### src/rtl/mux_queued_pkg.sv
// Shared sizing helpers for the buffered handshake units: a constant clog2
// and the derived occupancy-counter and pointer widths.
package mux_queued_pkg;

  function automatic int clog2(input int value);
    int r;
    int v;
    r = 0;
    v = value - 1;
    while (v > 0) begin
      r = r + 1;
      v = v >> 1;
    end
    return r;
  endfunction

  // The counter must represent 0..depth inclusive, hence depth+1 states.
  function automatic int count_width(input int depth);
    return clog2(depth + 1);
  endfunction

  function automatic int ptr_width(input int depth);
    return (depth > 1) ? clog2(depth) : 1;
  endfunction

endpackage

### src/rtl/elastic_fifo_core.sv
// Circular-buffer FIFO with occupancy count; push and pop may coincide,
// including when full.
module elastic_fifo_core
  import mux_queued_pkg::*;
#(
  parameter int WIDTH   = 34,
  parameter int DEPTH   = 2,
  parameter int COUNT_W = count_width(DEPTH)
) (
  input  logic               clk,
  input  logic               rst,
  input  logic               push,
  input  logic [WIDTH-1:0]   wr_data,
  input  logic               pop,
  output logic [WIDTH-1:0]   rd_data,
  output logic [COUNT_W-1:0] count,
  output logic               full,
  output logic               empty
);

  localparam int PTR_W = ptr_width(DEPTH);
  localparam logic [PTR_W-1:0]   LAST_PTR   = PTR_W'(DEPTH - 1);
  localparam logic [COUNT_W-1:0] FULL_COUNT = COUNT_W'(DEPTH);

  logic [WIDTH-1:0]   mem_q [DEPTH];
  logic [WIDTH-1:0]   mem_d [DEPTH];
  logic [PTR_W-1:0]   wr_ptr_q, wr_ptr_d;
  logic [PTR_W-1:0]   rd_ptr_q, rd_ptr_d;
  logic [COUNT_W-1:0] count_q, count_d;
  logic               push_en;
  logic               pop_en;

  assign full    = (count_q == FULL_COUNT);
  assign empty   = (count_q == {COUNT_W{1'b0}});
  assign count   = count_q;
  assign rd_data = mem_q[rd_ptr_q];

  // A push into a full queue is only legal when the head leaves in the same cycle.
  assign pop_en  = pop & ~empty;
  assign push_en = push & (~full | pop_en);

  always_comb begin
    mem_d    = mem_q;
    wr_ptr_d = wr_ptr_q;
    rd_ptr_d = rd_ptr_q;
    count_d  = count_q;
    if (push_en) begin
      mem_d[wr_ptr_q] = wr_data;
      wr_ptr_d = (wr_ptr_q == LAST_PTR) ? {PTR_W{1'b0}} : wr_ptr_q + PTR_W'(1);
    end else begin
      wr_ptr_d = wr_ptr_q;
    end
    if (pop_en) begin
      rd_ptr_d = (rd_ptr_q == LAST_PTR) ? {PTR_W{1'b0}} : rd_ptr_q + PTR_W'(1);
    end else begin
      rd_ptr_d = rd_ptr_q;
    end
    case ({push_en, pop_en})
      2'b10:   count_d = count_q + COUNT_W'(1);
      2'b01:   count_d = count_q - COUNT_W'(1);
      default: count_d = count_q;
    endcase
  end

  always_ff @(posedge clk) begin
    if (rst) begin
      for (int i = 0; i < DEPTH; i++) begin
        mem_q[i] <= {WIDTH{1'b0}};
      end
      wr_ptr_q <= {PTR_W{1'b0}};
      rd_ptr_q <= {PTR_W{1'b0}};
      count_q  <= {COUNT_W{1'b0}};
    end else begin
      mem_q    <= mem_d;
      wr_ptr_q <= wr_ptr_d;
      rd_ptr_q <= rd_ptr_d;
      count_q  <= count_d;
    end
  end

endmodule

### src/rtl/mux_queued.sv
// Handshake mux that queues each selected token together with its winning
// index; only the selected channel and the index channel are acknowledged.
module mux_queued
  import mux_queued_pkg::*;
#(
  parameter int SIZE        = 2,
  parameter int DATA_TYPE   = 32,
  parameter int SELECT_TYPE = 1,
  parameter int DEPTH       = 2,
  parameter int COUNT_W     = count_width(DEPTH)
) (
  input  logic                      clk,
  input  logic                      rst,
  input  logic [SIZE*DATA_TYPE-1:0] ins,
  input  logic [SIZE-1:0]           ins_valid,
  output logic [SIZE-1:0]           ins_ready,
  input  logic [SELECT_TYPE-1:0]    index,
  input  logic                      index_valid,
  output logic                      index_ready,
  output logic [DATA_TYPE-1:0]      outs,
  output logic [SELECT_TYPE-1:0]    outs_index,
  output logic                      outs_valid,
  input  logic                      outs_ready,
  output logic [COUNT_W-1:0]        count
);

  localparam int WIDTH = DATA_TYPE + SELECT_TYPE;

  logic                 sel_valid;
  logic [DATA_TYPE-1:0] sel_data;
  logic                 sel_ok;
  logic                 pop;
  logic                 push;
  logic                 space;
  logic                 fifo_full;
  logic                 fifo_empty;
  logic [WIDTH-1:0]     rd_data;

  // Only in-range indices can match a channel, so an out-of-range index leaves sel_valid low.
  always_comb begin
    sel_valid = 1'b0;
    sel_data  = {DATA_TYPE{1'b0}};
    for (int i = 0; i < SIZE; i++) begin
      sel_valid = (int'(index) == i) ? ins_valid[i] : sel_valid;
      sel_data  = (int'(index) == i) ? ins[i*DATA_TYPE +: DATA_TYPE] : sel_data;
    end
  end

  assign sel_ok      = index_valid & sel_valid;
  assign outs_valid  = ~fifo_empty;
  assign pop         = outs_valid & outs_ready;
  assign space       = ~fifo_full | pop;
  assign push        = sel_ok & space & ~rst;
  assign index_ready = push;

  always_comb begin
    ins_ready = {SIZE{1'b0}};
    for (int i = 0; i < SIZE; i++) begin
      ins_ready[i] = push & (int'(index) == i);
    end
  end

  elastic_fifo_core #(
    .WIDTH   (WIDTH),
    .DEPTH   (DEPTH),
    .COUNT_W (COUNT_W)
  ) u_fifo (
    .clk     (clk),
    .rst     (rst),
    .push    (push),
    .wr_data ({index, sel_data}),
    .pop     (pop),
    .rd_data (rd_data),
    .count   (count),
    .full    (fifo_full),
    .empty   (fifo_empty)
  );

  assign outs       = rd_data[DATA_TYPE-1:0];
  assign outs_index = rd_data[WIDTH-1 -: SELECT_TYPE];

endmodule
### config.mk
export PLATFORM = sky130hd
export DESIGN_NAME = mux_queued
export DESIGN_NICKNAME = d
export VERILOG_FILES = /design/src/rtl/mux_queued_pkg.sv /design/src/rtl/elastic_fifo_core.sv /design/src/rtl/mux_queued.sv
export SDC_FILE = /design/constraint.sdc
export NUM_CORES = 1
export LEC_CHECK = 0
export BUFFER_PORTS_ARGS = -buffer_cell sky130_fd_sc_hd__buf_2
export CORE_MARGIN = 2
export CORE_UTILIZATION = 55
export CTS_BUF_LIST = sky130_fd_sc_hd__clkbuf_4 sky130_fd_sc_hd__clkbuf_8
export CTS_CLUSTER_DIAMETER = 120
export CTS_CLUSTER_SIZE = 20
export DETAILED_ROUTE_END_ITERATION = 7
export PLACE_DENSITY = 0.95
export SYNTH_ARGS = -nofsm -noshare
export SYNTH_HDL_FRONTEND = slang
export SYNTH_SLANG_ARGS = --single-unit
export TNS_END_PERCENT = 20
### constraint.sdc
create_clock -name clk -period 4.85 [get_ports clk]
set_clock_uncertainty 0.05 [all_clocks]
set_input_delay 0.97 -clock clk [delete_from_list [all_inputs] [get_ports clk]]
set_output_delay 0.97 -clock clk [all_outputs]
set_load 0.03 [all_outputs]
# After elaboration in Yosys (flattened, before gate mapping)
# Index checks and enable logic that the tools add are counted.
[totals] regBits=70 inputBits=71 output_inout_bits=39 wordCells=45
[classes] n_addsub=4 magnitude_cmp=3 n_eq_ne=3 mux=11 n_bitwise=16 reduce_logical=3
[ops] op="$mux 33" n=4
[ops] op="$bwmux 66" n=1
[ops] op="$demux 33 s1" n=1
[ops] op="$mux 32" n=1
[ops] op="$and 1x1->1" n=8
[ops] op="$eq 2x2->1 const B" n=2
[ops] op="$ge 2x2->1 const B" n=2
[ops] op="$not 1->1" n=4
[ops] op="$not 1->2" n=2
[ops] op="$pmux 2 s2" n=1
[ops] op="$mux 1" n=3
[ops] op="$add 1x1->1 const B" n=2
[ops] op="$add 2x1->2 const B" n=1
[ops] op="$eq 2x1->1 const B" n=1
[ops] op="$logic_not 2->1" n=1
[ops] op="$lt 2x1->1 const B" n=1
[ops] op="$or 1x1->1" n=2
[ops] op="$reduce_bool 2->1" n=1
[ops] op="$sub 2x1->2 const B" n=1
[ops] op="$logic_and 1x1->1" n=1

# Longest topological paths before layout
# Gate-level depths: netlist of the first run.
[depth] word_depth=9 ltp_mapped=8 mapped_depth_nobuf=7

# Cells and area by module
# A second synthesis of the first run with hierarchy kept.
[unflattened] hier_cells=396 area_unflattened_um2=3923.8
[by_module_without_submodules] mod="elastic_fifo_core" n_inst=1 cells_each=351 area_each_um2=3333.2 seq_area_each_um2=1401.3
[by_module_without_submodules] mod="mux_queued" n_inst=1 cells_each=45 area_each_um2=590.6 seq_area_each_um2=0.0

# Worst setup path after synthesis of the first run
# OpenSTA, ideal clock, no wires.
[synth_timing] path_type="input-to-output" startpoint="input port index" endpoint="output port ins_ready[0]" arrival_ps=2350 required_time_ps=3830 slack_ps=1480 path_stages=2 n_path_buf=1 path_cell_list="buf_4 -> nor4b_1"
[synth_via] elab_chain_cells=5 word_cells_on_any_way=6 classes_between="mux: 1; bitwise: 5"
[synth_rtl] item="from (decl)" line="mux_queued.sv:17" source="input logic [SELECT_TYPE-1:0] index,"
[synth_rtl] item="$mux 1" line="mux_queued.sv:44" source="sel_valid = (int'(index) == i) ? ins_valid[i] : sel_valid;"
[synth_rtl] item="$and 1x1->1" line="mux_queued.sv:49" source="assign sel_ok = index_valid & sel_valid;"
[synth_rtl] item="$and 1x1->1 (2 in series)" line="mux_queued.sv:53" source="assign push = sel_ok & space & ~rst;"
[synth_rtl] item="$and 1x1->1 (*)" line="mux_queued.sv:59" source="ins_ready[i] = push & (int'(index) == i);"
[synth_rtl] item="to (decl)" line="mux_queued.sv:16" source="output logic [SIZE-1:0] ins_ready,"
# Mark *: on every way between the ends. The rest lies on a longest branch, timed or not.

# Worst setup path after layout of the first run
[layout_timing] startpoint="input port index" endpoint="output port index_ready"
[layout_via] elab_chain_cells=4
[layout_rtl] item="$mux 1" line="mux_queued.sv:44"
[layout_rtl] item="$and 1x1->1" line="mux_queued.sv:49"
[layout_rtl] item="$and 1x1->1 (2 in series)" line="mux_queued.sv:53"
[layout_rtl] item="to (decl)" line="mux_queued.sv:19" source="output logic index_ready,"
# No other way between the ends.

==> reports/metrics.csv, run 1 <==
metric,value,unit
clkPwrFrac,36.3,%
clkLatencyLatePin,340,ps
critPathCapture,index_ready,
rsz0062_at_grt,no,
clock_sinks,70,
cp_num_buf_inv,2,
place_inst,514,
synth_seq_area_share,37.6,%
end_kind,primary output,
cts_hold_buffers,0,
netlist_area,3720,µm²
setup_violations,0,
vdd.ir_drop.worst,0.165,mV
rr_endpoint,u_fifo.mem_q[65]$_SDFFE_PP0P_,
p_leak,2.37,nW
die_x,86.3,µm
hold_path_class,flop to flop,
synth_flop_cell,dfxtp_1,
path_delay_family,buffers and inverters,
max_cap_viol_count,0,
synthArstFlopShare,0,%
synth_top_cells_by_area,"dfxtp_1, mux2i_1, nand2b_1",
startpoint,index,
cts_buffers,9,
yosys.area.top_type,dfxtp_1,
final_area,4430,µm²
clockBufferDepth,2,
seq_power_share,46.1,%
slowest_delay,410,ps
start_util,57.7,%
die_y,86.3,µm
synth-seq-cells,70,
fp-row-count,29,
layout-drive-gt1-share,43.4,%
min_path_cells,2,
reg2reg_from,u_fifo.count[0]$_SDFFE_PP0P_,
drc,0,
grt_max_degree,94,
grt_pass1_wl,12300,µm
cts_resized,0,
cell_internal_pwr,1.01,mW
critical_path_arrival,2190,ps
grt_pass1_vias,2764,
via_count,2764,
ioPinCount,110,
fmax,312,MHz
dp_hpwl,5390,µm
crit_slowest_cell,buf_2,
syn_to_final_growth,19.1,%
yosysTopAreaCellShare,37.6,%
post-route-period-util,66.2,%
crit_fanout,17,
cts_setup_buffers,0,
synth_area_per_cell,10.6,µm²
path_depth,4,
start_kind,input pin,
power.density,310,nW/µm²
synth_edf_count,0,
nNetsFinal,520,
port_buffers,109,
dpl_cell_area,4220,µm²
total_power,1.38,mW
cts_root_buffer,clkbuf_8,
antenna_left,0,
post-route-util,68.6,%
status,"complete, no violations",
finalSetupTns,0,ps
switchingPower,0.369,mW
finalNonFillerCells,530,
slew_headroom,39.6,%
wl_per_cell,14.5,µm
period_needed,3210,ps
p_comb_share,17.7,%
cpMostUsedCell,buf_2,
swShare,26.8,%
yosys_warnings,0,
clk_pin_slew,70,ps
cp_data_required_time,3830,ps
cts_tree,yes,
tightest_slew,905,ps
synth_cells,351,
gp_routability_congestion,0.770,
viasPerCell,5.22,
dieArea,7440,µm²
fill_cells,503,
ys_types,27,
groute.usage.overall,21.1,%
wl,7700,µm
worstSetupPathType,input pin to primary output,
grt_overflow,0,
drt_iter0_drc,39,
reg2reg_slack,2790,ps
core,6460,µm²
antenna_found_initial,1,
reg2regPathDepth,3,
syn-num-nets,423,
path_cells,buf_2 > mux2_4 > and3_1 > buf_2,
hold_viol_final,0,
drv_slew,0,
drt_pass1_iterations,4,
htree_levels,3,
==> cells in the mapped netlist (all sizes together) (2+ instances only) <==
cell type,count
mux2i,96
dfxtp,70
nand2b,66
mux2,33
or2,33
buf,13
clkbuf,12
inv,4
nor2,3
o21ai,3
a221oi,2
and3,2
nand4,2
xnor2,2
==> cells in the final DEF (no fill, tap or decap), types with 2 or more instances in the layout <==
cell / synthesis / layout
a221oi_1: 2 / 2
and3_1: 2 / 2
buf_2: 3 / 109
buf_4: 4 / 2
bufinv_16: 0 / 2
clkbuf_8: 0 / 9
clkinv_2: 0 / 3
dfxtp_1: 70 / 69
inv_1: 4 / 4
mux2_2: 32 / 32
mux2i_1: 96 / 96
nand2b_1: 66 / 66
nand4_4: 2 / 2
nor2_1: 3 / 3
o21ai_0: 3 / 3
or2_2: 33 / 33
xnor2_1: 2 / 2
==> worst min-delay path by stage <==
| stage | slack, ps | to | start |
|---|---|---|---|
| after floorplan | 400 | u_fifo.mem_q[32]$_SDFFE_PP0P_ | u_fifo.mem_q[32]$_SDFFE_PP0P_ |
| after global placement | 410 | u_fifo.mem_q[11]$_SDFFE_PP0P_ | u_fifo.mem_q[11]$_SDFFE_PP0P_ |
| after detailed placement | 420 | u_fifo.mem_q[26]$_SDFFE_PP0P_ | u_fifo.mem_q[26]$_SDFFE_PP0P_ |
| after CTS | 430 | u_fifo.mem_q[48]$_SDFFE_PP0P_ | u_fifo.mem_q[48]$_SDFFE_PP0P_ |
| after global routing | 440 | u_fifo.mem_q[26]$_SDFFE_PP0P_ | u_fifo.mem_q[26]$_SDFFE_PP0P_ |
| final | 420 | u_fifo.mem_q[48]$_SDFFE_PP0P_ | u_fifo.mem_q[48]$_SDFFE_PP0P_ |
==> area by class of cell <==
class	count	area, µm²	area share [%]
timing repair buffer	111	561	12.6
inverter	4	15.0	0.339
clock inverter	5	75.1	1.69
sequential	70	1400	31.6
multi-input combinational	252	2150	48.5
antenna	1	2.50	0.0564
tap	77	96.3	2.17
clock buffer	10	131	2.96
==> logic make-up after synthesis <==
kind of cell | synth area share (%)
AOI/OAI and AO/OA | 1.21
xor gates and xnor gates | 0.706
adders and majority gates | 0.336
buffers and inverters | 4.64
DFF | 37.6
muxes | 35.9
and+or+nand+nor | 19.6
==> routing by layer <==
layer / wire [µm] / global-route usage (%)
met1: 3440 / 24.8
met2: 3760 / 37.3
met3: 317 / 3.24
met4: 174 / 10.5
met5: 0 / 0
==> per-stage QoR <==
stage                     hold WS, ps  worst slack [ps]
final                             424              1640
after global placement            407              1680
after floorplan                   397              1480
after detailed placement          418              1610
after global routing              443              1590
after CTS                         431              1610
==> power by group through the flow <==
stage	registers [mW]	logic, mW	clock network, mW
2_1_floorplan	0.626	0.194	0
6_report	0.634	0.243	0.499
5_1_grt	0.638	0.261	0.535
3_3_place_gp	0.645	0.236	0
4_1_cts	0.634	0.246	0.512
3_5_place_dp	0.647	0.244	0
==> flip-flops by register name, summed over array words and instances, names as in the netlist <==
register / flops
u_fifo.count: 2
u_fifo.mem_q: 66
u_fifo.rd_ptr_q: 1
u_fifo.wr_ptr_q: 1
==> tightest hold or removal path: cells and delay by family, from the launching register on <==
| kind | cells | cell delay [ps] |
|---|---|---|
| mux | 1 | 60 |
| simple gates | 1 | 60 |
| flops | 1 | 310 |
No activity file was read; power rests on OpenSTA's default activity.
==> inputs of run 2 (changes only) <==
CORE_UTILIZATION = 54   (was 55)
PLACE_DENSITY = 0.94   (was 0.95)
clock period = 3.3 ns   (was 4.85 ns; I/O delays follow)
==> run 2 against run 1 <==
Via count is 0.40% lower. Core utilization fell by 1.9 points. Die area is 1.8% higher. Critical endpoint is now outs[28]. Largest cell class unchanged. Largest power group unchanged.
==> reports/metrics.csv, run 2 (synthesized netlist as in run 1, its figures left out) <==
metric,value,unit
crit_slowest_cell,dfxtp_2,
hold_viol_final,0,
fp-row-count,30,
drt_pass1_iterations,4,
power.density,455,nW/µm²
clock_sinks,70,
core,6720,µm²
crit_fanout,35,
layout_commonest_cell,buf_2,
post-route-period-util,78.7,%
fmax,385,MHz
port_buffers,109,
slew_headroom,39.7,%
finalSetupTns,0,ps
wl_per_cell,14.3,µm
cp_data_required_time,2590,ps
cts_setup_buffers,0,
final_cell_mix,"buf_2, mux2i_1, dfxtp_1",
critical_path_arrival,1890,ps
layout-drive-gt1-share,43.7,%
min_path_cells,2,
num_antenna_cells,0,
tightest_slew,904,ps
cts_root_buffer,clkbuf_8,
cts_tree,yes,
path_cells,mux2_2 > buf_2,
dieArea,7580,µm²
largest_reg_flops,66,
max_cap_viol_count,0,
gp_routability_congestion,0.896,
die_x,87.0,µm
clockBufferDepth,2,
slowest_delay,920,ps
grt_overflow,0,
p_leak,2.39,nW
hold_path_class,flop to flop,
nNetsFinal,522,
antenna_left,0,
htree_levels,3,
end_kind,primary output,
rsz0062_at_grt,no,
wl,7670,µm
cts_hold_buffers,0,
die_y,87.0,µm
finalNonFillerCells,535,
clkLatencyLatePin,330,ps
regMostFlops,u_fifo.mem_q,
drv_slew,0,
drc,0,
drt_iter0_drc,83,
setup_violations,0,
clk_pin_slew,70,ps
place_inst,519,
grt_pass1_wl,11800,µm
reg2regPathDepth,6,
groute.usage.overall,19.8,%
viasPerCell,5.15,
grt_max_degree,91,
start_kind,flop,
grt_pass1_vias,2626,
dp_hpwl,5260,µm
antenna_found_initial,0,
start_util,55.4,%
vdd.ir_drop.worst,0.309,mV
worstSetupPathType,flop to primary output,
status,"complete, no violations",
via_count,2753,
path_depth,2,
cp_num_buf_inv,1,
period_needed,2600,ps
ioPinCount,110,
cts_buffers,9,
path_delay_family,flip-flops,
syn_to_final_growth,20.5,%
cts_resized,0,
-- run 2: cell count changes in the layout (fill, tap and decap cells not counted) --
cell	delta
buf_12	+2
clkinv_2	-1
clkinv_4	+1
clkinvlp_4	+1
diode_2	-1
-- run 2: cell type report --
class	count	area [µm²]
multi-input combinational	252	2150
fill	511	2230
sequential	70	1400
clock inverter	6	86.3
timing repair buffer	113	601
inverter	4	15.0
tap	80	100
clock buffer	10	131
-- run 2: stage by stage --
stage	util [%]	setup WS [ps]	cell area [µm²]	hold slack, ps	power, mW
floorplan	-	550	3720	397	1.21
global placement	63.5	896	4270	407	1.30
detailed placement	63.5	829	4270	415	1.31
CTS	66.8	696	4490	427	2.05
global route	66.8	622	4490	442	2.12
finish	66.8	703	4490	425	2.04
-- run 2: final timing paths --
path,to,slack (ps),from
max reg2reg,u_fifo.count[1]$_SDFFE_PP0P_,1300,u_fifo.count[1]$_SDFFE_PP0P_
min reg2reg,u_fifo.mem_q[23]$_SDFFE_PP0P_,430,u_fifo.mem_q[23]$_SDFFE_PP0P_
max,outs[28],700,u_fifo.rd_ptr_q$_SDFFE_PP0P_
min,u_fifo.mem_q[23]$_SDFFE_PP0P_,430,u_fifo.mem_q[23]$_SDFFE_PP0P_
-- run 2: metal layers --
metal / routed length, µm / global-route usage, % / part of all wire (%) / vias to the layer above
met5: 0 / 0 / 0 / -
met4: 95 / 6.53 / 1.2 / 0
met3: 297 / 4.36 / 3.9 / 11
li1: - / - / - / 1395
met1: 3460 / 23.8 / 45 / 1284
met2: 3820 / 34.9 / 50 / 63
-- run 2: worst register-to-register path, stage by stage, from the launching register on --
cell	delay (ps)
dfxtp_1	410
or3b_4	450
and3_1	220
inv_1	60
ha_1	250
or3_1	350
a21oi_1	140
-- run 2: power breakdown --
group | switching (mW) | internal, mW
clock | 0.316 | 0.433
sequential | 0.0545 | 0.876
combinational | 0.180 | 0.180
total | 0.551 | 1.49
